$ cat src/rtl/even_sweep_controller.sv
// even_sweep_controller: drives an external even up/down counter through
// load/count/turn-around sweeps. Optional pause input: define SWEEP_PAUSE_EN.
module even_sweep_controller #(
    parameter int TICK_DIV   = 4,
    parameter int MAX_SWEEPS = 3
) (
    input  logic       clk,
    input  logic       reset,
    input  logic       start,
    input  logic       stop,
`ifdef SWEEP_PAUSE_EN
    input  logic       pause,
`endif
    input  logic [3:0] start_val,
    input  logic [3:0] count_fb,
    output logic       load,
    output logic       count_en,
    output logic [1:0] c,
    output logic [3:0] data_in,
    output logic       busy,
    output logic       sweep_done,
    output logic [3:0] sweeps
);

    localparam logic [2:0] S_IDLE = 3'd0;
    localparam logic [2:0] S_LOAD = 3'd1;
    localparam logic [2:0] S_UP   = 3'd2;
    localparam logic [2:0] S_DOWN = 3'd3;
    localparam logic [2:0] S_DONE = 3'd4;

    localparam logic [7:0] TICK_LAST = 8'(TICK_DIV - 1);

    logic [2:0] state;
    logic [2:0] state_nx;
    logic [7:0] presc;
    logic [7:0] presc_nx;
    logic [3:0] sweeps_nx;
    logic [3:0] sweeps_sat;
    logic [4:0] sweeps_inc;
    logic       pause_i;
    logic       tick;
    logic       last_sweep;

`ifdef SWEEP_PAUSE_EN
    assign pause_i = pause;
`else
    assign pause_i = 1'b0;
`endif

    assign tick       = (presc == TICK_LAST);
    assign sweeps_inc = {1'b0, sweeps} + 5'd1;
    assign sweeps_sat = (sweeps == 4'd15) ? 4'd15 : sweeps_inc[3:0];
    assign last_sweep = (MAX_SWEEPS != 0) && (sweeps_inc == 5'(MAX_SWEEPS));

    // Next-state, prescaler and round-trip counter decisions
    always_comb begin
        state_nx  = state;
        presc_nx  = presc;
        sweeps_nx = sweeps;
        unique case (state)
            S_IDLE: begin
                if (start && !stop) begin
                    state_nx  = S_LOAD;
                    sweeps_nx = 4'd0;
                end
            end
            S_LOAD: begin
                state_nx = stop ? S_IDLE : S_UP;
                presc_nx = 8'd0;
            end
            S_UP: begin
                if (stop) begin
                    state_nx = S_IDLE;
                    presc_nx = 8'd0;
                end else if (!pause_i) begin
                    if (tick) begin
                        presc_nx = 8'd0;
                        if (count_fb == 4'd14)
                            state_nx = S_DOWN;
                    end else begin
                        presc_nx = presc + 8'd1;
                    end
                end
            end
            S_DOWN: begin
                if (stop) begin
                    state_nx = S_IDLE;
                    presc_nx = 8'd0;
                end else if (!pause_i) begin
                    if (tick) begin
                        presc_nx = 8'd0;
                        if (count_fb == 4'd0) begin
                            sweeps_nx = sweeps_sat;
                            state_nx  = last_sweep ? S_DONE : S_UP;
                        end
                    end else begin
                        presc_nx = presc + 8'd1;
                    end
                end
            end
            S_DONE: begin
                state_nx = S_IDLE;
                presc_nx = 8'd0;
            end
            default: begin
                state_nx = S_IDLE;
                presc_nx = 8'd0;
            end
        endcase
    end

    // Counter control decode; reset blocks any strobe on the reset edge
    always_comb begin
        load       = 1'b0;
        count_en   = 1'b0;
        c          = 2'b11;
        data_in    = 4'd0;
        busy       = 1'b1;
        sweep_done = 1'b0;
        unique case (state)
            S_IDLE: busy = 1'b0;
            S_LOAD: begin
                load    = !stop;
                data_in = {start_val[3:1], 1'b0};
            end
            S_UP: begin
                c        = 2'b00;
                count_en = tick && !stop && !pause_i
                           && (count_fb != 4'd14);
            end
            S_DOWN: begin
                c        = 2'b01;
                count_en = tick && !stop && !pause_i
                           && (count_fb != 4'd0);
            end
            S_DONE: sweep_done = 1'b1;
            default: busy = 1'b0;
        endcase
        if (reset) begin
            load     = 1'b0;
            count_en = 1'b0;
        end
    end

    // State registers with synchronous reset
    always_ff @(posedge clk) begin
        if (reset) begin
            state  <= S_IDLE;
            presc  <= 8'd0;
            sweeps <= 4'd0;
        end else begin
            state  <= state_nx;
            presc  <= presc_nx;
            sweeps <= sweeps_nx;
        end
    end

endmodule

$ cat config.mk
export PLATFORM = sky130hd
export DESIGN_NAME = even_sweep_controller
export DESIGN_NICKNAME = d
export VERILOG_FILES = /design/src/rtl/even_sweep_controller.sv
export SDC_FILE = /design/constraint.sdc
export NUM_CORES = 1
export LEC_CHECK = 0
export CAP_MARGIN = 10
export CORE_MARGIN = 2
export CORE_UTILIZATION = 40
export DETAILED_ROUTE_END_ITERATION = 8
export GPL_TIMING_DRIVEN = 1
export HOLD_SLACK_MARGIN = 0.15
export MAX_ROUTING_LAYER = met4
export PLACE_DENSITY = 0.67
export SYNTH_ARGS = -nofsm -noshare
export SYNTH_HDL_FRONTEND = slang
export SYNTH_SLANG_ARGS = --single-unit
$ cat constraint.sdc
create_clock -name clk -period 2.7 [get_ports clk]
set_clock_uncertainty 0.1 [all_clocks]
set_input_delay 0.405 -clock clk [delete_from_list [all_inputs] [get_ports clk]]
set_output_delay 0.405 -clock clk [all_outputs]
set_load 0.005 [all_outputs]
After elaboration in Yosys (flattened, before gate mapping) --
Cells that the tools add are included. W data, S select, Z words.
Cells by class: add/sub/neg operators 2, equality and inequality tests 17, multiplexer cells 27, reduce and logical (&&, ||, !) cells 13
Operators with widths (number):
- $mux W3 | 8
- $mux W4 | 6
- $mux W8 | 2
- $pmux W8 S2 | 1
- $ne A3 B3 Y1 const B | 4
- $pmux W3 S4 | 1
- $reduce_and A5 Y1 | 2
- $add A8 B1 Y8 const B | 1
- $eq A4 B4 Y1 const B | 2
- $eq A8 B2 Y1 const B | 1
- $ne A2 B2 Y1 const B | 4
- $pmux W4 S2 | 1
- $eq A3 B2 Y1 const B | 2
- $add A4 B1 Y5 const B | 1
- $eq A5 B2 Y1 const B | 1
- $mux W1 | 5
- $logic_and A1 B1 Y1 | 4
- $logic_not A4 Y1 | 1
- $ne A4 B4 Y1 const B | 1
- $pmux W2 S2 | 1
- $reduce_bool A4 Y1 | 1
- $reduce_or A4 Y1 | 1
- $eq A3 B1 Y1 const B | 1
- $eq A3 B3 Y1 const B | 1
- other kinds (6) | 6
Word-level totals: register bits after elaboration 15, output and inout bits 14, word-level logic and storage cells 62

Depth between registers and ports, before layout --
depth in word-level cells 7, mapped depth 5, depth with buffers taken out 5

Worst setup path before layout --
No wires, ideal clock.
kind reg-to-reg, start point reg presc[0], end point reg sweeps[0], library setup time 0.123 ns, arrival 1.618 ns, data required time 2.477 ns, path slack 0.859 ns, cell stages (with the launch flop) 6, buffers on the path 0, period minus slack after synthesis 1.841 ns, path through dfxtp_1 -> ha_1 -> or4b_1 -> nor3b_2 -> o221ai_2 -> mux2_1
Between the ends: word-level cells in the longest chain between the ends 3
RTL lines:
- from (decl) | RTL line 35 | logic [7:0] presc;
- from (signal assigned) | RTL line 153 | presc <= presc_nx;
- $eq A8 B2 Y1 | RTL line 50 | assign tick = (presc == TICK_LAST);
- $ne A2 B2 Y1 (no source line)
- $reduce_and A5 Y1 (no source line)
- to (signal assigned) | RTL line 154 | sweeps <= sweeps_nx;
- to (decl) | RTL line 22 | output logic [3:0] sweeps
Every way passes these cells. A chain may end at the register's enable or synchronous reset.

Worst setup path after layout --
start point in count_fb[1], end point out count_en
Between the ends: word-level cells in the longest chain between the ends 4, elaborated cells between the ends (all ways) 6
RTL lines:
- from (decl) | RTL line 15 | input logic [3:0] count_fb,
- $ne A4 B4 Y1 or $reduce_bool A4 Y1 (tied branches) | RTL line 129, 134
- $logic_and A1 B1 Y1, on equally long branches | RTL line 129, 134
- $pmux W1 S2 (*) | RTL line 120 | unique case (state)
- $mux W1 (*) | RTL line 139 | if (reset) begin
- to (decl) | RTL line 17 | output logic count_en,
Mark *: on every way between the ends. The rest lies on a longest branch, timed or not.

==> run metrics <==
xor/xnor share of the synthesized area 7.18%; Final Hold Viols 0; post-CTS setup buffers 0; Synth Area in Compound Gates 9.23%; Buffers on Ports 23; Comb pwr share 15.1%; Worst R2R Path Depth 5; largest family of logic cells by synthesized area simple AND/OR/NAND/NOR gates; clock group share of total power 31.0%; global-route wire length before repair 3.71 mm; Critical R2R Launch presc[0]; Max Fclk 0.389 GHz; internal power 318 uW; Post-synth top flop dfxtp_1; Post-synth EDFFs 0; asr flop ratio synth 0%; GRT Overall Usage 18.5%; post-synthesis adder-cell area fraction 3.85%; Reg power frac 53.9%; Max H-tree Level 1; Die Ht 53.4 um; clk_lat worst skew 280 ps; Max Fanout on Critical Path 2; ANT nets after route 0; # DRC 0; Core Region 2250 um2; cell count after synthesis 118; die area 2850 um2; RSZ-0062 raised after global routing no; Hold Path Class reg -> reg; Syn Area/Cell 8.27 um2; CP Class in -> out; CTS tree done; vias in the first global route 858; Initial Util 43.3%; Setup crit start kind input port; Syn. warnings 0; CTS buffer count 3; outcome finished, final reports clean; fin. max-slew vios 0; vias 890; GRT overflow 0; # nets final 161; Switching Fraction 24.4%; post-synthesis mux area share 5.77%; layout cells sized above 1 13.1%; DRT iter0 DRCs 13; clock net sink count 15; FF/Latch Area 300 um2; Power Dens Cells 329 nW/um2; initial antenna violation count 0; Routed WL per cell 12.5 um; CP required 2190 ps; post-synth cell types 40; Crit. End Element primary output; DP HPWL 1.69 mm; P_sw 102 uW; Max-cap violations 0; Synth Cell Area 976 um2; Crit path arrival time 2060 ps; worst vdd ir 0.000258 V; Hold Path Stages 2; Hold Buf Count CTS 0; final period utilization 95.1%; vias per std cell 5.14; Synth Area in Simple Gates 38.1%; post-synthesis sequential area ratio 30.8%; Setup violations, final 0; diode count 0; # fillers 219; Critical path origin count_fb[1]; Bufs on Longest Clock Path 2; transition time of the tightest slew-check pin 551 ps; Die Wd 53.4 um; leak pwr 0.453 nW; Yosys reg bits 15; Multi-input gate area 639 um2; final WL 2.16 mm; Pre-antenna DRT Iters 4; clock period minus worst slack 2570 ps; Slew headroom 63.0%; clock slew at reported path FFs 100 ps; total negative slack 0 ps; post-CTS resize count 0; Worst Hold Launch presc[1]; CTS root buffer clkbuf_4; total I/O pin count 26; largest net degree at the start of global routing 14; Layout area overhead 30.8%; Cell Rows 17; syn nets 133; gpl congestion 0.907; final core utilization 56.6%
per-stage QoR:
| step | instance area, um2 | cells | hold slack, ps | power [mW] | setup slack (ps) |
|---|---|---|---|---|---|
| final | 1280 | 173 | 460 | 0.420 | 132 |
| after global routing | 1280 | 173 | 491 | 0.444 | 22.0 |
| after CTS | 1270 | 173 | 460 | 0.427 | 82.1 |
| after detailed placement | 1240 | 169 | 429 | 0.294 | 78.0 |
| after global placement | 1240 | 169 | 430 | 0.294 | 106 |
| after floorplan | 976 | 118 | 377 | 0.261 | 859 |
placed cells by master, fill, tap and decap left out, types with 2 or more instances in the layout:
| cell | instances |
|---|---|
| xnor2_1 | 6 |
| dfxtp_1 | 15 |
| mux2_1 | 5 |
| a21oi_1 | 4 |
| clkdlybuf4s50_1 | 23 |
| clkbuf_4 | 3 |
| or2_2 | 2 |
| and2_1 | 3 |
| xor2_1 | 2 |
| nor2_1 | 19 |
| nand3_1 | 2 |
| nor3b_2 | 2 |
| a211oi_1 | 2 |
| ha_1 | 3 |
| or3_1 | 3 |
| nor3_1 | 8 |
| nand2_1 | 11 |
| inv_1 | 4 |
| buf_4 | 4 |
state kept, by name, indices dropped and copies added (netlist names):
signal  flops
presc       8
state       3
sweeps      4
cell usage after synthesis, types with 2 or more instances:
| library cell | count | share of area (%) |
|---|---|---|
| or2_2 | 2 | 1.3 |
| xor2_1 | 2 | 1.8 |
| and2_1 | 3 | 1.9 |
| buf_4 | 2 | 1.5 |
| nor3_1 | 8 | 4.1 |
| a211oi_1 | 2 | 1.5 |
| nor4b_1 | 2 | 1.8 |
| inv_1 | 4 | 1.5 |
| nor2_1 | 19 | 7.3 |
| nor3b_2 | 2 | 2.6 |
| ha_1 | 3 | 3.8 |
| mux2_1 | 5 | 5.8 |
| xnor2_1 | 6 | 5.4 |
| a21oi_1 | 5 | 2.6 |
| dfxtp_1 | 15 | 31 |
| nand3_1 | 2 | 1.0 |
| or3_1 | 3 | 1.9 |
| nand2_1 | 11 | 4.2 |
layout make-up:
type                    instances  share of cell area [%]
well taps                      28                    2.75
repair buffers                 27                    20.4
inverters                       4                    1.18
multi-input cells              95                    50.1
flip-flops and latches         15                    23.5
clock buffers                   4                    2.06
worst max-delay path: stages:
cell and delay, ps:
clkdlybuf4s50_1 420, or4b_4 560, a21oi_2 160, nor3_1 70, clkdlybuf4s50_1 450
power by group through the flow:
stage               Sequential [mW]  Clock [mW]  Combinational [mW]
global placement              0.231           0              0.0623
global route                  0.227       0.147              0.0696
floorplan                     0.232           0              0.0294
detailed placement            0.232           0              0.0629
CTS                           0.226       0.137              0.0635
finish                        0.226       0.130              0.0635
metal layers:
metal	vias to the layer above	GRT usage [%]	wire [um]
met5	-	-	0
met4	0	9.40	16
met3	2	4.24	140
met2	26	28.6	908
met1	394	22.5	1090
li1	468	-	-
final timing paths:
path                     to  slack (ps)
setup reg to reg  sweeps[2]         690
setup / recovery   count_en         130
hold reg to reg    presc[1]         460
hold / removal     presc[1]         460
cells by family after synthesis:
kind of cell / after synthesis
simple gates: 65
flops: 15
compound gates: 13
xor+xnor: 8
buf+inv: 8
mux: 5
fa+ha+maj: 3
other cells: 1
No activity file was read; power rests on OpenSTA's default activity.
